[config.mk]
export PLATFORM = sky130hd
export DESIGN_NAME = multi_button_debouncer
export DESIGN_NICKNAME = d
export VERILOG_FILES = /design/src/rtl/multi_button_debouncer.sv
export SDC_FILE = /design/constraint.sdc
export NUM_CORES = 1
export LEC_CHECK = 0
export ABC_CLOCK_PERIOD_IN_PS = 2800
export BUFFER_PORTS_ARGS = -buffer_cell sky130_fd_sc_hd__buf_2
export CAP_MARGIN = 20
export CORE_ASPECT_RATIO = 0.6
export CORE_MARGIN = 2
export CORE_UTILIZATION = 40
export CTS_CLUSTER_DIAMETER = 80
export DETAILED_ROUTE_END_ITERATION = 10
export PLACE_DENSITY_LB_ADDON = 0.12
export SLEW_MARGIN = 20
export SYNTH_ARGS = -nofsm -noshare
export SYNTH_HDL_FRONTEND = slang
export SYNTH_SLANG_ARGS = --single-unit
[constraint.sdc]
create_clock -name clk -period 2.8 [get_ports clk]
set_input_delay 0 -clock clk [delete_from_list [all_inputs] [get_ports clk]]
set_output_delay 0 -clock clk [all_outputs]
set_load 0.01 [all_outputs]
[src/rtl/multi_button_debouncer.sv]
// Multi-channel button debouncer: two-flop synchroniser, shared sample-tick
// prescaler, per-channel debounce counter and IDLE/HELD/LONG event FSM.
//
// state | meaning
// IDLE  | debounced level low, waiting for an accepted rise
// HELD  | debounced level high, counting ticks towards long-press
// LONG  | long-press reported, counting ticks between auto-repeats
module multi_button_debouncer #(
  parameter int NCH          = 4,
  parameter int TICK_DIV     = 50_000,
  parameter int DB_TICKS     = 10,
  parameter int HOLD_TICKS   = 1000,
  parameter int REPEAT_TICKS = 200
) (
  input  logic           clk,
  input  logic           rst,
  input  logic [NCH-1:0] btn_in,
  input  logic [NCH-1:0] repeat_en,
  output logic [NCH-1:0] btn_level,
  output logic [NCH-1:0] btn_press,
  output logic [NCH-1:0] btn_release,
  output logic [NCH-1:0] btn_hold,
  output logic [NCH-1:0] btn_repeat
);

  localparam int PW   = $clog2(TICK_DIV);
  localparam int DBW  = $clog2(DB_TICKS + 1);
  localparam int HMAX = (HOLD_TICKS > REPEAT_TICKS) ? HOLD_TICKS : REPEAT_TICKS;
  localparam int HW   = $clog2(HMAX + 1);

  localparam logic [PW-1:0]  PRESC_LAST = PW'(TICK_DIV - 1);
  localparam logic [DBW-1:0] DB_LAST    = DBW'(DB_TICKS - 1);
  localparam logic [HW-1:0]  HOLD_LAST  = HW'(HOLD_TICKS - 1);
  localparam logic [HW-1:0]  REP_LAST   = HW'(REPEAT_TICKS - 1);

  typedef enum logic [1:0] {IDLE, HELD, LONG} state_t;

  logic [NCH-1:0] meta_q, sync_q;
  logic [PW-1:0]  presc_q;
  logic           tick;

  logic [NCH-1:0] level_q, level_d;
  logic [NCH-1:0] press_q, press_d;
  logic [NCH-1:0] release_q, release_d;
  logic [NCH-1:0] hold_q, hold_d;
  logic [NCH-1:0] repeat_q, repeat_d;
  logic [NCH-1:0] rise, fall;
  logic [DBW-1:0] db_q [NCH];
  logic [DBW-1:0] db_d [NCH];
  logic [HW-1:0]  hcnt_q [NCH];
  logic [HW-1:0]  hcnt_d [NCH];
  state_t         state_q [NCH];
  state_t         state_d [NCH];

  // Two-flop synchroniser for the raw pins
  always_ff @(posedge clk or posedge rst) begin
    if (rst) begin
      meta_q <= '0;
      sync_q <= '0;
    end else begin
      meta_q <= btn_in;
      sync_q <= meta_q;
    end
  end

  // Free-running prescaler producing the shared sample tick
  always_ff @(posedge clk or posedge rst) begin
    if (rst) presc_q <= '0;
    else if (presc_q == PRESC_LAST) presc_q <= '0;
    else presc_q <= presc_q + PW'(1);
  end

  assign tick = (presc_q == PRESC_LAST);

  // Per-channel debounce and event FSM next-state; everything advances on tick only
  always_comb begin
    level_d   = level_q;
    press_d   = '0;
    release_d = '0;
    hold_d    = '0;
    repeat_d  = '0;
    rise      = '0;
    fall      = '0;
    for (int i = 0; i < NCH; i++) begin
      db_d[i]    = db_q[i];
      hcnt_d[i]  = hcnt_q[i];
      state_d[i] = state_q[i];
      if (tick) begin
        if (sync_q[i] != level_q[i]) begin
          if (db_q[i] == DB_LAST) begin
            level_d[i] = sync_q[i];
            db_d[i]    = '0;
            rise[i]    = sync_q[i];
            fall[i]    = ~sync_q[i];
          end else begin
            db_d[i] = db_q[i] + DBW'(1);
          end
        end else begin
          db_d[i] = '0;
        end

        case (state_q[i])
          IDLE: begin
            if (rise[i]) begin
              state_d[i] = HELD;
              hcnt_d[i]  = '0;
              press_d[i] = 1'b1;
            end
          end
          HELD: begin
            // A fall on the same tick as the long-press threshold suppresses btn_hold
            if (fall[i]) begin
              state_d[i]   = IDLE;
              hcnt_d[i]    = '0;
              release_d[i] = 1'b1;
            end else if (hcnt_q[i] == HOLD_LAST) begin
              state_d[i] = LONG;
              hcnt_d[i]  = '0;
              hold_d[i]  = 1'b1;
            end else begin
              hcnt_d[i] = hcnt_q[i] + HW'(1);
            end
          end
          LONG: begin
            if (fall[i]) begin
              state_d[i]   = IDLE;
              hcnt_d[i]    = '0;
              release_d[i] = 1'b1;
            end else if (hcnt_q[i] == REP_LAST) begin
              // Period counter wraps even when repeat is disabled
              hcnt_d[i]   = '0;
              repeat_d[i] = repeat_en[i];
            end else begin
              hcnt_d[i] = hcnt_q[i] + HW'(1);
            end
          end
          default: begin
            state_d[i] = IDLE;
            hcnt_d[i]  = '0;
          end
        endcase
      end
    end
  end

  // Register per-channel state and all outputs
  always_ff @(posedge clk or posedge rst) begin
    if (rst) begin
      level_q   <= '0;
      press_q   <= '0;
      release_q <= '0;
      hold_q    <= '0;
      repeat_q  <= '0;
      for (int i = 0; i < NCH; i++) begin
        db_q[i]    <= '0;
        hcnt_q[i]  <= '0;
        state_q[i] <= IDLE;
      end
    end else begin
      level_q   <= level_d;
      press_q   <= press_d;
      release_q <= release_d;
      hold_q    <= hold_d;
      repeat_q  <= repeat_d;
      for (int i = 0; i < NCH; i++) begin
        db_q[i]    <= db_d[i];
        hcnt_q[i]  <= hcnt_d[i];
        state_q[i] <= state_d[i];
      end
    end
  end

  assign btn_level   = level_q;
  assign btn_press   = press_q;
  assign btn_release = release_q;
  assign btn_hold    = hold_q;
  assign btn_repeat  = repeat_q;

endmodule

==> results.sh <==
export IMPL_drive_above_1_share_pct=14.6
export IMPL_syn2layout_area_growth_pct=11.9
export IMPL_critical_path_max_stage_delay_ns=0.39
export IMPL_top_level_ports=30
export IMPL_grt_max_degree=73
export IMPL_timing_max_slew_rel_slack_pct=45.3
export IMPL_avgViaCountPerCell=5.41
export IMPL_min_delay_path_class="input pin to register"
export IMPL_clk_latency_ns=0.34
export IMPL_floorplan_initialDensity_pct=40.6
export IMPL_ctsHoldBuffers=9
export IMPL_postPlaceCellArea_um2=6150
export IMPL_cellPowerDensity_nw_per_um2=433
export IMPL_timing_hold_violations_final=0
export IMPL_max_freq_mhz=422
export IMPL_post_synth_top_area_fraction_pct=46.5
export IMPL_crit_fanout=21
export IMPL_number_of_enable_type_register_cells_in_the_synthesized_netlist=0
export IMPL_yosysWarnings=0
export IMPL_clkPwrFrac_pct=42.2
export IMPL_rsz0062_at_grt="false"
export IMPL_cellLeakagePower_nw=2.83
export IMPL_remaining_drc_errors=0
export IMPL_post_place_ws_ns=0.420
export IMPL_skew_ns=0.00629
export IMPL_synth_sequential_area_ratio_pct=46.5
export IMPL_detailedRoute_firstIterationViolations=257
export IMPL_h_tree_lvls=3
export IMPL_clkSinkCount=108
export IMPL_cp_slowest_cell="dfrtp_1"
export IMPL_finalNetCount=654
export IMPL_tritoncts_buffers=9
export IMPL_max_clock_path_buffers=2
export IMPL_endpoint_arrival_time_on_the_critical_path_ns=2.59
export IMPL_grt_usage_pct=16.6
export IMPL_post_synth_main_area_contributors="dfrtp_1, ha_1, nand2_1, nand3_1, and3_1"
export IMPL_placement_rows=34
export IMPL_power_report_internal_total_mw=2.21
export IMPL_post_cts_resize_count=0
export IMPL_fraction_of_synthesis_flops_using_an_asynchronous_set_or_reset_pin_pct=100
export IMPL_share_seq_of_total_power_pct=55.7
export IMPL_detailedRoute_firstPassIterationCount=5
export IMPL_post_synth_inst_count=584
export IMPL_post_cts_setup_buffers=0
export IMPL_maxSlewViolCount=0
export IMPL_final_setup_worst_slack_ns=0.428
export IMPL_maximum_vdd_ir_drop_mv=0.239
export IMPL_worst_pin_slew_ns=0.819
export IMPL_synth_top_flop_cell="dfrtp_1"
export IMPL_hold_ws_ns=0.289
export IMPL_wl_per_cell_um=14.7
export IMPL_timing_setup_tns_ns=0
export IMPL_synthesis_area_per_instance_um2=9.96
export IMPL_fin_crit_sh_pct=84.7
export IMPL_cp_required_ns=3.02
export IMPL_fp_coreArea_um2=14300
export IMPL_power_share_switching_pct=21.5
export IMPL_antenna_found_initial=0
export IMPL_maxCapViolCount=0
export IMPL_grt_first_pass_wirelength_um=21300
export IMPL_ant_nets=0
export IMPL_layout_cell_area_non_filler_um2=6510
export IMPL_detailroute_via_count=4449
export IMPL_worst_setup_path_end_kind="register"
export IMPL_routed_wl_um=12100
export IMPL_horizontal_die_dimension_um=160
export IMPL_status="complete, no violations"
export IMPL_dpl_hpwl_um=8340
export IMPL_fp_dieH_um=97.4
export IMPL_synth_top_cell_by_area="dfrtp_1"
export IMPL_place_gp_congestion=0.786
export IMPL_path_buf_inv=1
export IMPL_combinational_share_of_power_pct=2.1
export IMPL_yosys_register_bits=108
export IMPL_tritoncts="yes"
export IMPL_cts_reportedPaths_clkPinSlew_ns=0.07
export IMPL_first_global_vias=4339
export IMPL_antenna_diode_count=0
export IMPL_globalRoute_totalOverflow=0
export IMPL_timing_critical_path_max_delay_family="simple AND/OR/NAND/NOR gates"
export IMPL_finalSetupViolations=0
export IMPL_critical_path_class="register to register"
export IMPL_fin_crit_ns=2.37
export IMPL_ys_types=66
export IMPL_power_switching_mw=0.606
export IMPL_netlist_area_um2=5820
export IMPL_crit_path_start_kind="register"
export IMPL_path_cells="ha_1 > and3_1 > and4_1 > buf_4 > nand2_1 > a22oi_1 > o31ai_2"
export IMPL_syn_num_nets=619
export IMPL_io_buffers=29
export IMPL_clock_root_buffer="clkbuf_16"
export IMPL_fp_dieArea_um2=15600
logic make-up after synthesis:
| family | count (synthesis) | synth area share [%] |
|---|---|---|
| AND/OR/NAND/NOR | 234 | 23.9 |
| AO/OA/AOI/OAI | 137 | 16.1 |
| flip-flops | 108 | 46.5 |
| buffers and inverters | 57 | 4.45 |
| adder cells (fa/ha/maj) | 25 | 5.38 |
| XOR/XNOR | 17 | 2.56 |
| multiplexers | 6 | 1.12 |
cells in the final DEF (no fill, tap or decap), types with 3 or more instances in the layout:
master,instances
a21oi_1,7
a22oi_1,7
a31oi_1,15
a32oi_1,4
and3_1,28
and4_1,3
buf_2,29
buf_4,4
clkbuf_16,9
clkinvlp_4,3
dfrtp_1,108
dlygate4sd3_1,9
ha_1,25
inv_1,37
mux2_2,4
nand2_1,54
nand2b_1,14
nand3_1,37
nand4_1,12
nor2_1,20
nor2b_1,4
nor3_1,14
nor4_1,4
nor4_2,6
o21a_1,5
o21ai_0,28
o21ai_1,23
o22ai_1,12
o31ai_1,11
o31ai_2,4
or2_2,4
or3_1,11
xnor2_1,9
xor2_1,8
area by class of cell:
type / instances / area (µm²)
clock buffer: 12 / 246
clock inverter: 4 / 25.0
fill: 1370 / 7830
inverter: 38 / 146
multi-input combinational: 419 / 2850
sequential: 108 / 2700
tap: 198 / 248
timing repair buffer: 43 / 285
metal layers:
layer	wire length (µm)	track usage, %
met1	6260	25.0
met2	5140	23.9
met3	536	3.76
met4	129	3.99
met5	0	0
Yosys cell counts, types with 3 or more instances:
library cell	n
nand2_1	54
xnor2_1	9
buf_4	3
o21ai_1	23
mux2_2	4
o22ai_1	12
or3_1	11
dfrtp_1	108
or2_2	4
nand3_1	37
and3_1	28
buf_6	3
and4_1	3
nor4_1	4
clkbuf_1	4
a32oi_1	4
nand4_1	12
xor2_1	8
buf_2	8
nor4_2	6
a31oi_1	15
o21ai_0	28
nor2b_1	4
a22oi_1	7
ha_1	25
o31ai_1	11
nor3_1	14
a21oi_1	7
o31ai_2	4
nand2b_1	14
inv_1	38
o21a_1	5
nor2_1	20
worst register-to-register path, cell delays in order, from the launching register on:
cell,delay [ns]
dfrtp_1,0.39
ha_1,0.23
and3_1,0.23
and4_1,0.39
buf_4,0.31
nand2_1,0.30
a22oi_1,0.31
o31ai_2,0.09
sequential cells by signal, indices dropped and copies added, names as in the netlist, 8 cells and up:
| name | flops |
|---|---|
| hcnt_q | 40 |
| presc_q | 16 |
| state_q | 8 |
| db_q | 16 |
through the flow:
stage	std cells	total power, mW	util [%]
3_5_place_dp	797	1.65	42.9
6_report	822	2.82	45.4
3_3_place_gp	797	1.65	42.9
4_1_cts	822	2.86	45.4
2_1_floorplan	584	1.63	-
5_1_grt	822	2.95	45.4
worst paths after layout:
path / end / startpoint / cells past startpoint / slack [ns]
worst max-delay path: hcnt_q[35] / presc_q[0] / 7 / 0.43
worst min-delay path: meta_q[3] / btn_in[3] / 2 / 0.29
worst max register to register: hcnt_q[35] / presc_q[0] / 7 / 0.43
worst min register to register: sync_q[0] / meta_q[0] / 0 / 0.35
max in group asynchronous: db_q[6] / rst / 4 / 1.64
min in group asynchronous: hcnt_q[26] / rst / 3 / 0.35
power by group through the flow:
stage	sequential, mW	combinational, mW	clock [mW]
after detailed placement	1.60	0.0535	0
after global placement	1.60	0.0527	0
after global routing	1.57	0.0697	1.31
after CTS	1.57	0.0635	1.23
after floorplan	1.60	0.0317	0
final	1.57	0.0591	1.19
No activity file was read; power rests on OpenSTA's default activity.
